### src/rtl/mem_access_pkg.sv
// Shared encodings and reset defaults for the memory-access arbiter.
package mem_access_pkg;

    localparam logic [2:0] ST_IDLE   = 3'd0;
    localparam logic [2:0] ST_CHK_LO = 3'd1;
    localparam logic [2:0] ST_CHK_HI = 3'd2;
    localparam logic [2:0] ST_GRANT  = 3'd3;
    localparam logic [2:0] ST_DENY   = 3'd4;

    typedef enum logic [2:0] {
        IDLE   = ST_IDLE,
        CHK_LO = ST_CHK_LO,
        CHK_HI = ST_CHK_HI,
        GRANT  = ST_GRANT,
        DENY   = ST_DENY
    } state_e;

    localparam logic CFG_SEL_LO = 1'b0;
    localparam logic CFG_SEL_HI = 1'b1;

    localparam logic [3:0] DEFAULT_LO_C = 4'h0;
    localparam logic [3:0] DEFAULT_HI_C = 4'hF;

endpackage

### src/rtl/Comparator_4bit.sv
// Unsigned 4-bit magnitude comparator: C = A<B, D = A==B, E = A>B.
// Latency: purely combinational.
// Backpressure: none.
module Comparator_4bit (
    input  logic [3:0] A,
    input  logic [3:0] B,
    output logic       C,
    output logic       D,
    output logic       E
);

    assign C = (A <  B);
    assign D = (A == B);
    assign E = (A >  B);

endmodule

### src/rtl/mem_access_arbiter.sv
// Two-requester round-robin arbiter that bounds-checks each address against [lo, hi].
// Latency: grant in the 3rd cycle after acceptance; low-bound deny in the 2nd, high-bound deny in the 3rd.
// Backpressure: requesters hold req until their grant/deny pulse; cfg writes while busy are dropped and flagged.
module mem_access_arbiter
    import mem_access_pkg::*;
#(
    parameter int                ADDR_W     = 4,
    parameter logic [ADDR_W-1:0] DEFAULT_LO = DEFAULT_LO_C,
    parameter logic [ADDR_W-1:0] DEFAULT_HI = DEFAULT_HI_C
) (
    input  logic              clk,
    input  logic              rst_n,
    input  logic              cfg_we,
    input  logic              cfg_sel,
    input  logic [ADDR_W-1:0] cfg_data,
    output logic              cfg_err,
    input  logic [1:0]        req,
    input  logic [ADDR_W-1:0] addr0,
    input  logic [ADDR_W-1:0] addr1,
    output logic [1:0]        grant,
    output logic [1:0]        deny,
    output logic              busy,
    output logic              mem_en,
    output logic [ADDR_W-1:0] mem_addr
);

    state_e              state_q;
    logic                id_q;
    logic                rr_q;
    logic [ADDR_W-1:0]   a_q;
    logic [ADDR_W-1:0]   lo_q;
    logic [ADDR_W-1:0]   hi_q;
    logic [1:0]          grant_q;
    logic [1:0]          deny_q;
    logic                busy_q;
    logic                mem_en_q;
    logic [ADDR_W-1:0]   mem_addr_q;
    logic                cfg_err_q;

    logic                sel_id_d;
    logic [ADDR_W-1:0]   sel_addr_d;
    logic [ADDR_W-1:0]   cmp_b;
    logic                cmp_lt;
    logic                cmp_eq_unused;
    logic                cmp_gt;

    // The pointer only matters when both requesters compete.
    always_comb begin
        sel_id_d = rr_q;
        if (req == 2'b01) begin
            sel_id_d = 1'b0;
        end else if (req == 2'b10) begin
            sel_id_d = 1'b1;
        end
        sel_addr_d = sel_id_d ? addr1 : addr0;
        cmp_b      = (state_q == CHK_HI) ? hi_q : lo_q;
    end

    Comparator_4bit u_cmp (
        .A (a_q),
        .B (cmp_b),
        .C (cmp_lt),
        .D (cmp_eq_unused),
        .E (cmp_gt)
    );

    always_ff @(posedge clk or negedge rst_n) begin
        if (!rst_n) begin
            state_q    <= IDLE;
            id_q       <= 1'b0;
            rr_q       <= 1'b0;
            a_q        <= '0;
            lo_q       <= DEFAULT_LO;
            hi_q       <= DEFAULT_HI;
            grant_q    <= 2'b00;
            deny_q     <= 2'b00;
            busy_q     <= 1'b0;
            mem_en_q   <= 1'b0;
            mem_addr_q <= '0;
            cfg_err_q  <= 1'b0;
        end else begin
            grant_q   <= 2'b00;
            deny_q    <= 2'b00;
            mem_en_q  <= 1'b0;
            cfg_err_q <= cfg_we && (state_q != IDLE);

            case (state_q)
                IDLE: begin
                    if (cfg_we) begin
                        if (cfg_sel == CFG_SEL_LO) begin
                            lo_q <= cfg_data;
                        end else begin
                            hi_q <= cfg_data;
                        end
                    end
                    if (|req) begin
                        id_q       <= sel_id_d;
                        a_q        <= sel_addr_d;
                        mem_addr_q <= sel_addr_d;
                        busy_q     <= 1'b1;
                        state_q    <= CHK_LO;
                    end
                end
                CHK_LO: begin
                    if (cmp_lt) begin
                        deny_q[id_q] <= 1'b1;
                        state_q      <= DENY;
                    end else begin
                        state_q <= CHK_HI;
                    end
                end
                CHK_HI: begin
                    if (cmp_gt) begin
                        deny_q[id_q] <= 1'b1;
                        state_q      <= DENY;
                    end else begin
                        grant_q[id_q] <= 1'b1;
                        mem_en_q      <= 1'b1;
                        state_q       <= GRANT;
                    end
                end
                GRANT, DENY: begin
                    rr_q    <= ~id_q;
                    busy_q  <= 1'b0;
                    state_q <= IDLE;
                end
                default: begin
                    busy_q  <= 1'b0;
                    state_q <= IDLE;
                end
            endcase
        end
    end

    assign grant    = grant_q;
    assign deny     = deny_q;
    assign busy     = busy_q;
    assign mem_en   = mem_en_q;
    assign mem_addr = mem_addr_q;
    assign cfg_err  = cfg_err_q;

endmodule

### config.mk
export PLATFORM = sky130hd
export DESIGN_NAME = mem_access_arbiter
export DESIGN_NICKNAME = d
export VERILOG_FILES = /design/src/rtl/mem_access_pkg.sv /design/src/rtl/Comparator_4bit.sv /design/src/rtl/mem_access_arbiter.sv
export SDC_FILE = /design/constraint.sdc
export NUM_CORES = 1
export LEC_CHECK = 0
export BUFFER_PORTS_ARGS = -buffer_cell sky130_fd_sc_hd__buf_2
export CORE_MARGIN = 10
export CORE_UTILIZATION = 40
export CTS_CLUSTER_DIAMETER = 100
export CTS_CLUSTER_SIZE = 16
export DETAILED_ROUTE_END_ITERATION = 12
export PLACE_DENSITY_LB_ADDON = 0.3
export RECOVER_POWER = 25
export SLEW_MARGIN = 15
export SYNTH_ARGS = -nofsm -noshare
export SYNTH_HDL_FRONTEND = slang
export SYNTH_SLANG_ARGS = --single-unit
export TNS_END_PERCENT = 30
### constraint.sdc
create_clock -name clk -period 2.49 [get_ports clk]
set_input_delay 0 -clock clk [delete_from_list [all_inputs] [get_ports clk]]
set_output_delay 0 -clock clk [all_outputs]
set_load 0.05 [all_outputs]
After elaboration in Yosys (flattened, before gate mapping)
Cells that the tools add are included.
Storage, ports and cells
  register bits: 24
  bits of input ports: 18
  output and inout port bits: 11
Operators by class
  order comparisons: 4
  eq/ne operators: 7
  muxes and demuxes: 19
  bitwise logic cells: 3
  reductions and logical operators: 11
Operators by type and width (number)
  $mux 3: 3
  $pmux 3 s3: 1
  $mux 2: 4
  $mux 4: 2
  $eq 3x2->1 const B: 2
  $mux 1: 6
  $reduce_and 3->1: 2
  $reduce_or 2->1: 3
  $gt 4x4->1: 1
  $lt 4x4->1: 1
  $pmux 2 s2: 1
  $reduce_and 2->1: 2
  $eq 3x1->1 const B: 1
  $eq 3x3->1 const B: 1
  $logic_not 3->1: 1
  $not 1->1: 3
  $reduce_bool 3->1: 1
  $eq 2x1->1 const B: 1
  $eq 2x2->1 const B: 1
  $logic_and 1x1->1: 2
  $lt 1x2->1 const B: 1
  $ne 2x2->1 const B: 1
  $pmux 1 s2: 1
  $demux 1 s1: 1
  $ge 1x1->1 const B: 1

Logic depth before layout (Yosys ltp)
  depth after elaboration: 6
  depth in mapped cells: 8
  mapped depth without buffers: 7

By module
A second synthesis with hierarchy kept.
Second synthesis, totals
  cell total of the unflattened synthesis: 107
  area, all modules: 1208.7 um^2
Modules (own cells, without submodules)
  mem_access_arbiter: instances 1, cells an instance 91, area an instance 1079.8 um^2, sequential area each 605.6 um^2
  Comparator_4bit: instances 1, cells an instance 16, area an instance 128.9 um^2, sequential area each 0.0 um^2

Worst setup path after synthesis
OpenSTA, ideal clock, no wires.
  kind: register to register
  start: register state_q[0]
  end: register state_q[1]
  library setup time: 119 ps
  data arrival time: 2139 ps
  required time: 2371 ps
  setup slack: 232 ps
  stages on the path, launching flop included: 9
  path through: dfrtp_1 buf_6 nor3b_4 mux2_2 ha_1 nand4_1 o21ai_0 o211ai_2 a21bo_2
Between the ends
  cells in the longest elaborated chain, start to end: 5
RTL lines
  from (decl): line mem_access_arbiter.sv:27  | state_e state_q;
  from (signal assigned): line mem_access_arbiter.sv:69  | state_q <= IDLE;
  from (signal assigned): line mem_access_arbiter.sv:101  | state_q <= CHK_LO;
  from (signal assigned): line mem_access_arbiter.sv:107  | state_q <= DENY;
  $eq 3x2->1: line mem_access_arbiter.sv:56, mem_access_arbiter.sv:87
  $mux 4: line mem_access_arbiter.sv:56  | cmp_b = (state_q == CHK_HI) ? hi_q : lo_q;
  $gt 4x4->1 / $lt 4x4->1 (equally long branches): line Comparator_4bit.sv:14, Comparator_4bit.sv:12
  $mux 3 (on tied branches): line mem_access_arbiter.sv:113, mem_access_arbiter.sv:105
  $pmux 3 s3: line mem_access_arbiter.sv:87  | case (state_q)
Several ways; a longest one is shown, not always the timed one.
A chain may end at the register's enable or synchronous reset.

Worst setup path in the final report
  start: register state_q[0]
  end: register grant_q[1] (netlist: grant[1])
Between the ends
  cells in the longest elaborated chain, start to end: 5
RTL lines
  $eq 3x2->1 *: line mem_access_arbiter.sv:56, mem_access_arbiter.sv:87
  $mux 4: line mem_access_arbiter.sv:56
  $gt 4x4->1: line Comparator_4bit.sv:14  | assign E = (A > B);
  $mux 2: line mem_access_arbiter.sv:113  | if (cmp_gt) begin
  $mux 2 *: line mem_access_arbiter.sv:87
  to (signal assigned): line mem_access_arbiter.sv:75  | grant_q <= 2'b00;
  to (signal assigned): line mem_access_arbiter.sv:82  | grant_q <= 2'b00;
  to (signal, indexed assignment): line mem_access_arbiter.sv:117  | grant_q[id_q] <= 1'b1;
  to (decl): line mem_access_arbiter.sv:33  | logic [1:0] grant_q;
Every way passes the cells marked *; elsewhere a longest branch is shown, timed or not.

==> out/results.ini <==
[final_layout]
drive_above_1_share=0.373
antenna_cells=0
synthToLayoutAreaGrowth_pct=28.5
fin_nets=173
final_cell_area_um2=1550
final.fill_count=253

[synthesis]
synth_top_area_share=0.415
synthArstFlopShare=1.00
synth-edff-count=0
syn_nets=125
synthFlopType=dfrtp_1
yosysTopAreaCell=dfrtp_1
avgSynthCellArea_um2=11.7
yosys_warnings=0
ys_types=34
ys_ff_latch=24
postSynthCellCount=103
netlist_top_cells_area=dfrtp_1, mux2_2, dfstp_2, mux2i_1, ha_1
synthesis.area_um2=1210
seq_area_frac_synth=0.502
synth_most_common_cell=dfrtp_1
synth_commonest_cells=dfrtp_1, mux2_2, nand2_1

[die]
core_region_area_um2=2830
rows=19
die_w_um=74.9
dieArea_um2=5620
die_h_um=74.9
start_util=0.427
ios=29

[route]
dr.pass1.iters=4
met3_length_um=169
drtIter0Drc=5
wl_met1_mm=1.05
ant_nets=0
top_layer_used=met4
vias=925
routedWlPerCell_um=14.0
wirelength_mm=2.53
drc=0
wl_met2_mm=1.26
avgViaCountPerCell=5.11

[timing]
hold_violations=0
fmax_ghz=0.441
fin_crit_ns=2.27
skew_ns=0.00718
rsz0062_at_grt=no
timing.final.crit_share=0.911
slew_viol_final=0
tns_ns=0
setup_viol=0
relSlewSlack=0.185
worst_slew_pin_slew_ns=1.22

[cts]
clock_sinks=24
htree_num_levels=1
numCtsBuffers=3
root_buffer=clkbuf_4
clk-insertion-delay-late_ns=0.31
clk_pin_slew_ns=0.12
cts_tree=yes
clockBufferDepth=2
cts_resized=0

[placement]
gp_congestion=0.778
io_buffers=28
place_area_um2=1390
hpwl_mm=1.97

[global_route]
gr-usage-all-layers=0.102
first_global_vias=1010
antenna_found_initial=0
grt_max_degree=25
grt_pass1_wl_mm=4.46
overflow=0

[worst_hold_path]
hold_class=input port to flop

[worst_setup_path]
criticalPathCategory=flop to flop
crit_required_ns=2.75
worst_setup_path_end_kind=flop
critPathArrivalTime_ns=2.53
path_max_fanout=6
setup.worst_path.start_class=flop

[pwr]
vdd_ir_drop_max_mv=0.690
p_per_area_nw_per_um2=1290
leakage_nw=0.756

[run_status]
status=complete, no violations

[run]
drv_cap=0

[final timing paths]
check / startpoint / endpoint / slack (ns) / cells past startpoint
setup / recovery: state_q[0]$_DFFE_PN0N_ / grant[1]$_DFF_PN0_ / 0.22 / 8
hold / removal: req[0] / state_q[0]$_DFFE_PN0N_ / 0.07 / 3
setup reg to reg: state_q[0]$_DFFE_PN0N_ / grant[1]$_DFF_PN0_ / 0.22 / 8
hold reg to reg: lo_q[3]$_DFFE_PN0P_ / lo_q[3]$_DFFE_PN0P_ / 0.53 / 1
max in group asynchronous: rst_n / mem_addr[3]$_DFFE_PN0P_ / 1.32 / 2
min in group asynchronous: rst_n / rr_q$_DFFE_PN0P_ / 0.45 / 2
[layout by cell type (no fill, tap or decap), types with 2 or more instances in the layout]
master	n
buf_4	4
clkbuf_4	3
nand2_1	9
a21oi_1	3
o21ai_0	6
dfrtp_1	20
nor2b_1	2
nor2_1	6
clkbuf_1	2
mux2_2	10
ha_1	4
inv_1	5
nand3_1	2
dfstp_2	4
mux2i_1	7
o21bai_1	2
buf_2	27
dlygate4sd3_1	14
nand2b_1	2
[worst max-delay path, stage by stage (launching register included)]
cell	delay (ns)
dfrtp_1	0.43
nor3b_4	0.39
mux2i_1	0.24
ha_1	0.28
a21oi_1	0.33
a41o_1	0.17
o211ai_2	0.10
buf_4	0.18
nor2_1	0.09
[layer usage]
metal,vias to the layer above,GRT usage
met5,-,0
li1,456,-
met1,440,0.113
met2,24,0.176
met4,0,0.0441
met3,5,0.0342
[registers in the layout, indices dropped and copies added (netlist names)]
register,flops
busy,1
cfg_err,1
deny,2
grant,2
hi_q,4
id_q,1
lo_q,4
mem_addr,4
mem_en,1
rr_q,1
state_q,3
[stage by stage]
step	total power, mW	hold slack, ns	util	setup slack, ns	instances
after floorplan	1.56	-0.296	-	0.232	103
after global placement	1.77	0.0106	0.490	0.279	163
after detailed placement	1.81	0.00889	0.490	0.237	163
after CTS	2.02	0.0607	0.549	0.219	181
after global routing	2.17	0.0856	0.548	0.0447	181
final	2.00	0.0689	0.548	0.221	181
[layout make-up]
cell class | instances | area, um2 | area share
well taps | 31 | 38.8 | 0.0250
repair buffers | 46 | 309 | 0.199
inverters | 5 | 18.8 | 0.0121
clock buffers | 4 | 26.3 | 0.0169
multi-input cells | 71 | 553 | 0.356
flip-flops and latches | 24 | 606 | 0.390
[where the power goes]
group	internal [mW]	switching (mW)	total [mW]	leakage (nW)
clock	0.0627	0.110	0.172	0.0150
sequential	0.584	0.108	0.692	0.293
combinational	0.434	0.702	1.14	0.448
total	1.08	0.919	2.00	0.756
[timing repair]
| item | 4_1_cts | 5_1_grt |
|---|---|---|
| buffers inserted | 0 | 0 |
| hold buffers | 14 | 0 |
| setup endpoints to repair | 0 | 0 |
| endpoints found under the hold margin | 33 | 0 |
[cells by family after synthesis]
| logic type | count (synthesis) | synth area share |
|---|---|---|
| AOI/OAI and AO/OA | 21 | 0.123 |
| adders and majority gates | 5 | 0.0497 |
| buffers and inverters | 8 | 0.0404 |
| DFF | 24 | 0.502 |
| muxes | 17 | 0.151 |
| and+or+nand+nor | 28 | 0.134 |
Power figures use the tool's default switching activity.
